[config.mk]
export PLATFORM = sky130hd
export DESIGN_NAME = uart_tx_framer
export DESIGN_NICKNAME = d
export VERILOG_FILES = /design/src/rtl/uart_tx_framer.sv
export SDC_FILE = /design/constraint.sdc
export NUM_CORES = 1
export LEC_CHECK = 0
export BUFFER_PORTS_ARGS = -buffer_cell sky130_fd_sc_hd__buf_4
export CAP_MARGIN = 20
export CORE_ASPECT_RATIO = 2
export CORE_MARGIN = 2
export CORE_UTILIZATION = 29
export CTS_CLUSTER_DIAMETER = 100
export DETAILED_ROUTE_END_ITERATION = 6
export SYNTH_ARGS = -nofsm -noshare
export SYNTH_HDL_FRONTEND = slang
export SYNTH_SLANG_ARGS = --single-unit
[constraint.sdc]
create_clock -name clk -period 2.55 [get_ports clk]
set_clock_uncertainty 0.15 [all_clocks]
set_input_delay 0.3825 -clock clk [delete_from_list [all_inputs] [get_ports clk]]
set_output_delay 0.3825 -clock clk [all_outputs]
set_load 0.02 [all_outputs]
[src/rtl/uart_tx_framer.sv]
// UART transmitter: serialises a latched word as start, LSB-first data,
// optional parity and stop bit(s), with bit timing from an internal counter.
module uart_tx_framer #(
  parameter int CLKS_PER_BIT = 16,
  parameter int DATA_BITS    = 8,
  parameter int PARITY_EN    = 0,
  parameter int PARITY_ODD   = 0,
  parameter int STOP_BITS    = 1
) (
  input  logic                 clk,
  input  logic                 reset,
  input  logic                 start,
  input  logic [DATA_BITS-1:0] dIn,
  output logic                 txOut,
  output logic                 busy,
  output logic                 done
);

  localparam int CW = (CLKS_PER_BIT > 1) ? $clog2(CLKS_PER_BIT) : 1;
  localparam logic [CW-1:0] CYC_LAST  = CW'(CLKS_PER_BIT - 1);
  localparam logic [2:0]    DATA_LAST = 3'(DATA_BITS - 1);
  localparam logic [2:0]    STOP_LAST = 3'(STOP_BITS - 1);

  typedef enum logic [2:0] {
    IDLE   = 3'd0,
    START  = 3'd1,
    DATA   = 3'd2,
    PARITY = 3'd3,
    STOP   = 3'd4
  } state_t;

  state_t               state_reg, state_next;
  logic [CW-1:0]        cyc_reg, cyc_next;
  logic [2:0]           bit_reg, bit_next;
  logic [DATA_BITS-1:0] shift_reg, shift_next;
  logic                 parity_reg, parity_next;
  logic                 tx_reg, tx_next;
  logic                 busy_reg, busy_next;
  logic                 done_reg, done_next;
  logic                 cyc_end;

  always_ff @(posedge clk) begin
    if (reset) begin
      state_reg  <= IDLE;
      cyc_reg    <= '0;
      bit_reg    <= '0;
      shift_reg  <= '0;
      parity_reg <= 1'b0;
      tx_reg     <= 1'b1;
      busy_reg   <= 1'b0;
      done_reg   <= 1'b0;
    end else begin
      state_reg  <= state_next;
      cyc_reg    <= cyc_next;
      bit_reg    <= bit_next;
      shift_reg  <= shift_next;
      parity_reg <= parity_next;
      tx_reg     <= tx_next;
      busy_reg   <= busy_next;
      done_reg   <= done_next;
    end
  end

  always_comb begin
    state_next  = state_reg;
    cyc_next    = cyc_reg;
    bit_next    = bit_reg;
    shift_next  = shift_reg;
    parity_next = parity_reg;
    done_next   = 1'b0;
    cyc_end     = (cyc_reg == CYC_LAST);

    // The cycle counter only advances inside a frame and wraps at each bit end.
    if (state_reg != IDLE) begin
      cyc_next = cyc_end ? '0 : cyc_reg + CW'(1);
    end

    case (state_reg)
      IDLE: begin
        if (start) begin
          state_next  = START;
          shift_next  = dIn;
          parity_next = (^dIn) ^ 1'(PARITY_ODD);
          cyc_next    = '0;
          bit_next    = '0;
        end
      end
      START: begin
        if (cyc_end) state_next = DATA;
      end
      DATA: begin
        if (cyc_end) begin
          if (bit_reg == DATA_LAST) begin
            bit_next   = '0;
            state_next = (PARITY_EN != 0) ? PARITY : STOP;
          end else begin
            bit_next   = bit_reg + 3'd1;
            shift_next = shift_reg >> 1;
          end
        end
      end
      PARITY: begin
        if (cyc_end) state_next = STOP;
      end
      STOP: begin
        if (cyc_end) begin
          if (bit_reg == STOP_LAST) begin
            bit_next   = '0;
            state_next = IDLE;
            done_next  = 1'b1;
          end else begin
            bit_next = bit_reg + 3'd1;
          end
        end
      end
      default: state_next = IDLE;
    endcase

    // Line level is decoded from the upcoming state so it changes with the state.
    case (state_next)
      START:   tx_next = 1'b0;
      DATA:    tx_next = shift_next[0];
      PARITY:  tx_next = parity_next;
      default: tx_next = 1'b1;
    endcase
    busy_next = (state_next != IDLE);
  end

  assign txOut = tx_reg;
  assign busy  = busy_reg;
  assign done  = done_reg;

endmodule

==> metrics.txt <==
status completed; Req. time, crit path 2.56 ns; FF-to-FF Start bit_reg[0]$_SDFFE_PP0P_; maxcap violations 0; Critical R2R Capture shift_reg[5]$_SDFFE_PP0P_; Reg power frac 0.506; Total Routing Usage GR 0.129; share of the synthesized area in the top cell type 0.361; die width 49.8 um; CP Max Fanout 7; Iter 0 DRT Violations 46; die area 4770 um^2; HP Class input pin to flop; clock share of power 0.345; met1 Use GR 0.102; combinational share of power 0.148; fraction of registers with async set/reset 0; maximum vdd drop 0.345 mV; Root Buffer Master clkbuf_8; Leak 0.533 nW; CP max stage cell a222oi_1; Most used DFF post-synth dfxtp_1; Max clock buf depth 2; CP peak stage delay 0.39 ns; antenna cells 0; Fmax roughly 0.48 GHz; synthesized instance count 130; Clk Latency, worst-skew pair 0.27 ns; final wirelength approximately 2.7 mm; routed length per placed instance 14.3 um; Post-CTS Resized 0; fill cell count between 400 and 500; relative slew slack 0.650; FF+latch count, synth 22; remaining global-route overflow 0; Slew Limit Fails 0; DRT antenna net count 0; largest net degree at the start of global routing 26; Tot Pwr 0.000736 W; number of synthesized flops with an enable pin 0; worst path cell trace ha_1 -> ha_1 -> nor4b_4 -> o22ai_4 -> a222oi_1 -> nor2_1; period utilization 0.810; Area after DPL 1330 um^2; internal power 0.000553 W; Post-CTS Setup Inserts 0; via count 1028; Yosys top cell by area dfxtp_1; total CTS buffers 3; initial antenna violation count 0; R2R Setup Slk 0.48 ns; CTS tree done; Startpoint Class flop; Setup Crit Path Kind flop to flop; design area 1390 um^2; Post-synth top cells 22 x dfxtp_1, 19 x nor2_1, 7 x a21oi_1, 7 x xnor2_1, 6 x a222oi_1; Hold Fails Final Rpt 0; die height 95.7 um; Worst Setup Slack, final between 0.4 and 0.5 ns; Synth Warn # 0; count of hold buffers inserted by post-cts repair 0; DRT Pass-1 Iters 4; Min-Delay Startpoint dIn[2]; total negative slack 0 ns; count leader, synth dfxtp_1; Tmin final 2.07 ns; Post-Syn Area 1220 um^2; Util after Layout 0.339; met2 GRT Util 0.269; max reg flops 8; CTS sink cnt 22; Initial Util 0.298; share of layout cells above drive strength 1 0.164; grt peak-use layer met2; CTS clk-pin slew, worst paths 0.08 ns; R2R cell count 6; post-detail-place hpwl ~2.2 mm; first-pass GRT wire length 4.70 mm; worst setup path endpoint shift_reg[5]$_SDFFE_PP0P_; Seq/Total Area, Yosys 0.361; core area between 4000 and 5000 um^2; syn avg cell area about 9.4 um^2; pre-CTS WS 0.486 ns; std cell rows 33; Setup violations, final 0; vias in the first global route roughly 1.1k; synthesized net count between 100 and 150; Worst-Margin Slew 0.522 ns; Pwr Density 531 nW/um^2; Top Ports 14; # nets final 156; crit end category flop; drt via density 5.35; # DRC 0; Area Overhead vs Synth 13.7%; Distinct cells, synth 37; RSZ-0062 raised after global routing false; Port Buffers 13; GPL Wtd Cong 0.739; WP data arrival 2.07 ns; cell mode on critical path ha_1; CP startpoint bit_reg[0]$_SDFFE_PP0P_; Psw between 0.00015 and 0.0002 W; GRT met3 Usage 0.0172; top cells by area, synth dfxtp_1 36%, nor2_1 5.9%, xnor2_1 5.0%; CTS H-tree depth 1; Net Sw Frac 0.249
[critical path: cells and delay by family (launching register included)]
kind / cells / cell delay (ns)
adders and majority gates: 2 / 0.50
DFF: 1 / 0.34
AOI/OAI and AO/OA: 2 / 0.55
and+or+nand+nor: 2 / 0.42
[power by group through the flow]
| stage | Combinational [W] | Clock, W | Sequential [W] |
|---|---|---|---|
| after floorplan | 0.0000799 | 0 | 0.000377 |
| after global placement | 0.000106 | 0 | 0.000379 |
| after detailed placement | 0.000110 | 0 | 0.000381 |
| after CTS | 0.000110 | 0.000260 | 0.000373 |
| after global routing | 0.000120 | 0.000274 | 0.000375 |
| final | 0.000109 | 0.000254 | 0.000373 |
[logic make-up (layout without fill, tap and decap cells)]
| kind of cell | count (synthesis) | after routing | share of synthesized area |
|---|---|---|---|
| adders and majority gates | 4 | 4 | 0.0411 |
| xor gates and xnor gates | 7 | 7 | 0.0503 |
| and+or+nand+nor | 50 | 50 | 0.255 |
| AOI/OAI and AO/OA | 32 | 32 | 0.202 |
| DFF | 22 | 22 | 0.361 |
| buffers and inverters | 11 | 21 | 0.0575 |
| muxes | 4 | 4 | 0.0329 |
[per-stage QoR]
stage | hold WS [ns] | std cells
after global routing | 0.231 | 192
final | 0.223 | 192
after floorplan | 0.313 | 130
after detailed placement | 0.357 | 188
after global placement | 0.333 | 188
after CTS | 0.221 | 192
[cell usage in the layout, fill, tap and decap left out, types with 5 or more instances in the layout]
cell      count
a21oi_1       7
a222oi_1      6
buf_4        14
dfxtp_1      22
nand3b_1      5
nor2_1       19
o21ai_0       5
xnor2_1       7
[routing by layer]
layer	part of all wire	up-vias	routed length [um]
met5	0	-	0
met4	0.029	0	78
met1	0.33	500	907
met2	0.61	24	1680
li1	-	496	-
met3	0.026	8	71
[cell type report]
class | count | area (um^2) | area share
Sequential cell | 22 | 440 | 0.318
Timing Repair Buffer | 14 | 105 | 0.0759
Tap cell | 52 | 65.1 | 0.0470
Multi-Input combinational cell | 97 | 708 | 0.511
Clock buffer | 4 | 55.1 | 0.0397
Inverter | 3 | 11.3 | 0.00813
[worst min path at each step]
stage                     slack [ns]  cells past startpoint                        end
after global routing            0.23                      3  shift_reg[5]$_SDFFE_PP0P_
after detailed placement        0.36                      2  shift_reg[1]$_SDFFE_PP0P_
after floorplan                 0.31                      2  shift_reg[4]$_SDFFE_PP0P_
after CTS                       0.22                      3  shift_reg[2]$_SDFFE_PP0P_
final                           0.22                      3  shift_reg[2]$_SDFFE_PP0P_
after global placement          0.33                      2    bit_reg[1]$_SDFFE_PP0P_
Note: power is estimated with default switching activity, not from simulation.
